`config.mk`:
```
export PLATFORM = sky130hd
export DESIGN_NAME = uart_rx_os16
export DESIGN_NICKNAME = d
export VERILOG_FILES = /design/src/rtl/uart_rx_os16.sv
export SDC_FILE = /design/constraint.sdc
export NUM_CORES = 1
export LEC_CHECK = 0
export ABC_AREA = 1
export ABC_CLOCK_PERIOD_IN_PS = 1670
export CAP_MARGIN = 20
export CORE_ASPECT_RATIO = 1.4
export CORE_MARGIN = 3
export CORE_UTILIZATION = 27
export CTS_CLUSTER_DIAMETER = 80
export CTS_CLUSTER_SIZE = 14
export DETAILED_ROUTE_END_ITERATION = 8
export HOLD_SLACK_MARGIN = 0.08
export SYNTH_ARGS = -nofsm -noshare
export SYNTH_HDL_FRONTEND = slang
export SYNTH_SLANG_ARGS = --single-unit
```
`constraint.sdc`:
```
create_clock -name clk -period 1.67 [get_ports clk]
set_input_delay 0.334 -clock clk [delete_from_list [all_inputs] [get_ports clk]]
set_output_delay 0.334 -clock clk [all_outputs]
set_load 0.1 [all_outputs]
```
`src/rtl/uart_rx_os16.sv`:
```
// Purpose: 16x-oversampling UART receiver, 8 data bits LSB-first, 1 stop bit, 3-sample majority vote.
// Latency: rx_valid rises about (9*16+10)*DIV + 3 clk after the start-bit falling edge (one bit later with parity).
// Backpressure: none on the line; a one-entry buffer drops a new byte and flags overrun while unread.
//
// Ports:
//   clk        system clock, rising edge
//   rst        asynchronous active-low reset
//   rx         serial line, idle high, asynchronous to clk
//   rx_rd      host read strobe, consumes the buffered byte
//   rx_data    last accepted byte, stable while rx_valid is high
//   rx_valid   buffer holds an unread byte
//   overrun    sticky, a byte was dropped because the buffer was full
//   frame_err  one-cycle pulse, stop bit sampled low
//   parity_err one-cycle pulse, even-parity mismatch (tied low without parity)
//   busy       receiver is not idle
//
// Build option: define UART_RX_PARITY_EN to expect an even-parity bit between D7
// and the stop bit; undefined gives plain 10-bit frames and parity_err = 0.

module uart_rx_os16 #(
    parameter int clk_freq  = 1000000,
    parameter int baud_rate = 9600
) (
    input  logic       clk,
    input  logic       rst,
    input  logic       rx,
    input  logic       rx_rd,
    output logic [7:0] rx_data,
    output logic       rx_valid,
    output logic       overrun,
    output logic       frame_err,
    output logic       parity_err,
    output logic       busy
);

    // Clocks per oversampling tick; must come out at 2 or more.
    localparam int DIV = clk_freq / (baud_rate * 16);
    localparam int DW  = (DIV > 1) ? $clog2(DIV) : 1;

    typedef enum logic [2:0] {
        S_IDLE,
        S_START,
        S_DATA,
        S_PARITY,
        S_STOP,
        S_BREAK
    } state_t;

    state_t state;

    // ------------------------------------------------------------------
    // Input synchronizer. rxs_prev is one more stage, used only to spot
    // the 1->0 start edge on the synchronized line.
    // ------------------------------------------------------------------
    logic rx_meta;
    logic rxs;
    logic rxs_prev;

    always_ff @(posedge clk or negedge rst) begin
        if (!rst) begin
            rx_meta  <= 1'b1;
            rxs      <= 1'b1;
            rxs_prev <= 1'b1;
        end else begin
            rx_meta  <= rx;
            rxs      <= rx_meta;
            rxs_prev <= rxs;
        end
    end

    logic start_det;
    assign start_det = (state == S_IDLE) && rxs_prev && !rxs;

    // ------------------------------------------------------------------
    // Oversampling tick generator and sample counter. Both are cleared
    // on the start edge so that sc=8 lands near the middle of each bit.
    // ------------------------------------------------------------------
    logic [DW-1:0] div_cnt;
    logic          tick;
    logic [3:0]    sc;

    assign tick = (div_cnt == DW'(DIV - 1));

    always_ff @(posedge clk or negedge rst) begin
        if (!rst) begin
            div_cnt <= '0;
            sc      <= 4'd0;
        end else if (start_det) begin
            div_cnt <= '0;
            sc      <= 4'd0;
        end else if (tick) begin
            div_cnt <= '0;
            sc      <= sc + 4'd1;
        end else begin
            div_cnt <= div_cnt + DW'(1);
        end
    end

    // ------------------------------------------------------------------
    // Majority vote: samples at sc=7 and sc=8 are held, the third is the
    // live line value at the sc=9 tick, which is where every decision
    // that uses the vote is taken.
    // ------------------------------------------------------------------
    logic samp7;
    logic samp8;
    logic vote;

    always_ff @(posedge clk or negedge rst) begin
        if (!rst) begin
            samp7 <= 1'b1;
            samp8 <= 1'b1;
        end else if (tick) begin
            if (sc == 4'd7) samp7 <= rxs;
            if (sc == 4'd8) samp8 <= rxs;
        end
    end

    assign vote = (samp7 & samp8) | (samp7 & rxs) | (samp8 & rxs);

    logic at_mid;
    logic at_end;
    assign at_mid = tick && (sc == 4'd9);
    assign at_end = tick && (sc == 4'd15);

    // ------------------------------------------------------------------
    // Frame FSM with the receive buffer and status flags.
    // ------------------------------------------------------------------
    logic [7:0] shreg;
    logic [2:0] bit_idx;
    logic       parity_err_r;
`ifdef UART_RX_PARITY_EN
    logic       par_bad;
`endif

    always_ff @(posedge clk or negedge rst) begin
        if (!rst) begin
            state        <= S_IDLE;
            busy         <= 1'b0;
            shreg        <= 8'h00;
            bit_idx      <= 3'd0;
            rx_data      <= 8'h00;
            rx_valid     <= 1'b0;
            overrun      <= 1'b0;
            frame_err    <= 1'b0;
            parity_err_r <= 1'b0;
`ifdef UART_RX_PARITY_EN
            par_bad      <= 1'b0;
`endif
        end else begin
            frame_err    <= 1'b0;
            parity_err_r <= 1'b0;

            // Host read. An accept in the same cycle overrides rx_valid
            // below, so the new byte replaces the one being read.
            if (rx_rd && rx_valid) begin
                rx_valid <= 1'b0;
                overrun  <= 1'b0;
            end

            case (state)
                S_IDLE: begin
                    if (start_det) begin
                        state <= S_START;
                        busy  <= 1'b1;
                    end
                end

                S_START: begin
                    if (at_mid && vote) begin
                        // Line back high by mid start bit: glitch, not a frame.
                        state <= S_IDLE;
                        busy  <= 1'b0;
                    end else if (at_end) begin
                        state   <= S_DATA;
                        bit_idx <= 3'd0;
                    end
                end

                S_DATA: begin
                    if (at_mid) begin
                        shreg <= {vote, shreg[7:1]};
                    end
                    if (at_end) begin
                        if (bit_idx == 3'd7) begin
`ifdef UART_RX_PARITY_EN
                            state <= S_PARITY;
`else
                            state <= S_STOP;
`endif
                        end else begin
                            bit_idx <= bit_idx + 3'd1;
                        end
                    end
                end

`ifdef UART_RX_PARITY_EN
                S_PARITY: begin
                    if (at_mid) begin
                        // Even parity: the parity bit equals the XOR of the data.
                        par_bad <= vote ^ (^shreg);
                    end
                    if (at_end) begin
                        state <= S_STOP;
                    end
                end
`endif

                S_STOP: begin
                    if (at_mid) begin
                        if (!vote) begin
                            // Stop bit low; wait for the line to recover so a
                            // held-low (break) line cannot start a new frame.
                            frame_err <= 1'b1;
                            state     <= S_BREAK;
                        end else begin
                            state <= S_IDLE;
                            busy  <= 1'b0;
`ifdef UART_RX_PARITY_EN
                            if (par_bad) begin
                                parity_err_r <= 1'b1;
                            end else
`endif
                            if (rx_valid && !rx_rd) begin
                                overrun <= 1'b1;
                            end else begin
                                rx_data  <= shreg;
                                rx_valid <= 1'b1;
                            end
                        end
                    end
                end

                S_BREAK: begin
                    if (rxs) begin
                        state <= S_IDLE;
                        busy  <= 1'b0;
                    end
                end

                default: begin
                    state <= S_IDLE;
                    busy  <= 1'b0;
                end
            endcase
        end
    end

`ifdef UART_RX_PARITY_EN
    assign parity_err = parity_err_r;
`else
    assign parity_err = 1'b0;
`endif

endmodule
```
* Word-level counts from Yosys, hierarchy flattened
Cells that the tools add are included.
Storage, ports and cells: bits in registers 38, latch bits 0, memory bits (writable) 0, ROM bits 0, input port bits 4, output and inout bits 13, logic and storage cells 102, memories kept 0
Cells by class: add/sub/neg operators 3, $mul 0, div/mod/pow operators 0, order comparisons 0, eq/ne operators 21, shift operators 0, mux-type cells 37, bitwise operators 7, reduce and logical (&&, ||, !) cells 19
Operators by type and width (count):
- 2-to-1 mux 3 bit | 14
- != test 2 bit, second input constant | 10
- 2-to-1 mux 1 bit | 18
- case mux 3 bit (5 select lines) | 1
- == test 3 bit, second input constant | 4
- == test 4 bit, second input constant | 3
- AND reduction 6 bit | 2
- 2-to-1 mux 4 bit | 2
- logical AND 1 bit | 7
- adder 3 x 1 -> 3 bit, second input constant | 2
- case mux 3 bit (2 select lines) | 1
- AND reduction 2 bit | 3
- case mux 1 bit (5 select lines) | 1
- AND reduction 5 bit | 1
- adder 4 x 1 -> 4 bit, second input constant | 1
- == test 4 x 3 -> 1 bit, second input constant | 1
- AND reduction 4 bit | 1
- nonzero test 2 bit | 2
- bitwise AND 1 bit | 3
- == test 3 x 1 -> 1 bit, second input constant | 1
- == test 3 x 2 -> 1 bit, second input constant | 1
- zero test 3 bit | 1
- != test 3 bit, second input constant | 1
- zero test 1 bit | 2
- other kinds (2) | 4

* Longest topological paths before layout
word-level depth 6, mapped depth 11, mapped depth without buffers 11

* Worst setup path before layout
No wires, ideal clock.
kind reg-to-reg, from register rx_valid, to register rx_data[1], setup time 74 ps, arrival time 1608 ps, required time 1596 ps, setup slack -12 ps, cell stages (with the launch flop) 6, path buffers 1, clock period less this slack 1682 ps, cells stage by stage dfrtp_1 -> nand2_1 -> nand2_4 -> buf_6 -> nand2_2 -> o21ai_2
On the way: cells in the longest elaborated chain, start to end 3
Ends and longest elaborated chain:
- from (decl) | RTL line 29 | output logic rx_valid,
- from (signal assigned) | RTL line 142 | rx_valid <= 1'b0;
- from (signal assigned) | RTL line 156 | rx_valid <= 1'b0;
- from (signal assigned) | RTL line 227 | rx_valid <= 1'b1;
- logical AND 1 bit | RTL line 223 | if (rx_valid && !rx_rd) begin
- NOT 1 bit (no source line)
- AND reduction 4 bit (no source line)
- to (signal assigned) | RTL line 226 | rx_data <= shreg;
- to (decl) | RTL line 28 | output logic [7:0] rx_data,
Every way passes these cells. A chain may end at the register's enable or synchronous reset.

* Final worst setup path
from register sc[1], to register rx_data[7]
On the way: cells in the longest elaborated chain, start to end 3
Ends and longest elaborated chain:
- from (decl) | RTL line 80 | logic [3:0] sc;
- from (signal assigned) | RTL line 93 | sc <= sc + 4'd1;
- == test 4 bit | RTL line 122 | assign at_mid = tick && (sc == 4'd9);
- logical AND 1 bit | RTL line 122
- AND reduction 4 bit (no source line)
Every way passes these cells.

==> flow_summary.ini <==
[setup_path]
crit_path_end_kind = register
crit_fanout = 7
start_kind = register
arrival_ns = 1.79
reg2reg_depth = 8
critPathKind = register to register
crit_required_ns = 1.90

[grt]
grt_usage_pct = 9.36
grt_max_degree = 28
grt_pass1_wl_um = 5450
grt-ovfl-total = 0
antenna_found_initial = 0
first_global_vias = 1242

[synth]
async_reset_ff_share_pct = 100
ys_ff_latch = 38
yosysSeqAreaShare_pct = 53.9
synth_area_mm2 = 0.00178
synthDistinctLibCells = 28
synth_ff_type = dfrtp_1
synth_edf_count = 0
synthCells = 196
syn_nets = 205
netlist.area_leader.share_pct = 46.5
synth_top_area_cell = dfrtp_1
syn_area_per_cell_um2 = 9.06
synth_common_cells = 49 x nand2_1, 33 x dfrtp_1, 26 x inv_1
yosys_warnings = 0
synth_area_leaders = dfrtp_1 46%, nand2_1 10%, dfstp_2 7.4%
synth.most_common_cell = nand2_1

[place]
port_buffers = 15
pre_cts_ws_ns = 0.0943
gp_congestion = 0.734
dpl.hpwl_um = 2270

[die]
io_pins = 17
die_h_um = 102
start_util_pct = 28.2
core_mm2 = 0.00630
dieArea_mm2 = 0.00760
die_w_um = 74.6
rows = 34

[clock_tree]
cts_root_buf = clkbuf_8
cts_buffers = 5
cts_tree = yes
clkTransAtPathRegs_ns = 0.07
cts_max_level = 2
clk_latency_ns = 0.30
clk_path_buf_depth = 2
cts.sinks = 38

[drt]
drt-initial-drc-count = 91
drc_errors = 0
drt-vias-per-instance = 4.46
drtAntennaViolNets = 0
drt_wl_total_um = 3170
wire_per_inst_um = 10.7
num_vias = 1321
drt_first_pass_iters = 4

[sta]
layout_min_cycle_time_ns = 1.56
hold_violations = 0
finalSetupViolCount = 0
whs_ns = 0.358
rsz0062_at_grt = true
final.setup_skew_ns = 0.00749
max_slew_margin_pct = 61.6
final-max-slew-violation-count = 0
finalCritPeriodShare_pct = 93.6
fmax_mhz = 640
worst_pin_slew_ns = 0.576
finalWorstSetupSlack_ns = 0.107

[run_status]
run_status = finished clean

[min_path]
min_path_cells = 0
hp-class = register to register

[cells_and_area]
drive_above_1_share_pct = 26.3
num_antenna_cells = 0
fillers = 609
ff_latch_area_um2 = 958
utilization_pct = 37.2
fin_nets = 232
multi_input_area_um2 = 736
area_growth_pct = 31.9

[pwr]
p_total_mw = 2.68
peakVddDrop_uv = 621
powerDensity_mw_per_mm2 = 1140
power.leakage_nw = 1.07

[job]
timing.max_cap.violations = 0
[worst max-delay path, stage by stage, from the launching register on]
cell and delay, ns:
dfrtp_1 0.41, inv_2 0.08, ha_1 0.15, nand3_2 0.11, nor2_4 0.16, nand2_4 0.08, nor2_4 0.23, nand2_4 0.14
o21ai_2 0.13
[power by group]
group          switching, mW  total [mW]  internal, mW
Sequential             0.114        1.14          1.02
Combinational          0.391       0.603         0.211
Clock                  0.342       0.940         0.598
Total                  0.847        2.68          1.83
[cell families (layout without fill, tap and decap cells)]
| group | after synthesis | count (layout) | synth area share (%) |
|---|---|---|---|
| AND/OR/NAND/NOR | 86 | 87 | 23.4 |
| flip-flops | 38 | 38 | 53.9 |
| AO/OA/AOI/OAI | 36 | 36 | 12.0 |
| buffers and inverters | 30 | 57 | 7.04 |
| adder cells (fa/ha/maj) | 5 | 5 | 3.52 |
| other | 1 | 1 | 0.211 |
[worst paths after layout]
| path | slack [ns] | to | startpoint |
|---|---|---|---|
| setup / recovery | 0.11 | rx_data[7] | sc[1] |
| hold / removal | 0.36 | rxs | rx_meta |
| setup reg to reg | 0.11 | rx_data[7] | sc[1] |
| hold reg to reg | 0.36 | rxs | rx_meta |
| max in group asynchronous | 0.58 | sc[0] | rst |
| min in group asynchronous | 0.56 | shreg[4] | rst |
[per-layer routing]
metal / part of all wire [%] / global-route usage [%]
met2: 49 / 15.2
met3: 4.5 / 3.44
met4: 2.1 / 4.11
met1: 44 / 10.9
met5: 0 / 0
[sequential cells by signal, summed over array words and instances (netlist names), 3 cells and up]
register  count
rx_data       8
shreg         8
sc            4
bit_idx       3
div_cnt       3
state         3
[through the flow]
| step | cell area [um^2] | cells | setup TNS, ns |
|---|---|---|---|
| finish | 2340 | 296 | 0 |
| global route | 2340 | 296 | -0.171 |
| CTS | 2290 | 294 | 0 |
| detailed placement | 2150 | 285 | 0 |
| global placement | 2150 | 285 | 0 |
| floorplan | 1780 | 196 | 0 |
[layout make-up]
type | count | area share [%]
flip-flops and latches | 38 | 40.9
multi-input cells | 129 | 31.4
repair buffers | 22 | 13.7
inverters | 27 | 4.32
well taps | 72 | 3.84
clock buffers | 5 | 2.94
clock inverters | 3 | 2.94
[layout by cell type (no fill, tap or decap), drive strengths merged]
cell type      count
dfrtp             33
clkinv             1
dfstp              5
bufinv             2
a21oi              7
a211oi             1
or2                1
clkdlybuf4s50      2
nand4              5
conb               1
nor3               2
nand2             55
a31oi              1
nor3b              1
buf               19
nor2              14
inv               27
a22oi              1
nand3              9
dlygate4sd3        1
clkbuf             5
o21ai             26
ha                 5
[timing repair]
action,CTS,global route
setup endpoints to repair,0,21
hold buffers,1,0
hold endpoints to repair,20,0
resized for setup,0,8
setup buffers,0,1
No activity file was read; power rests on OpenSTA's default activity.
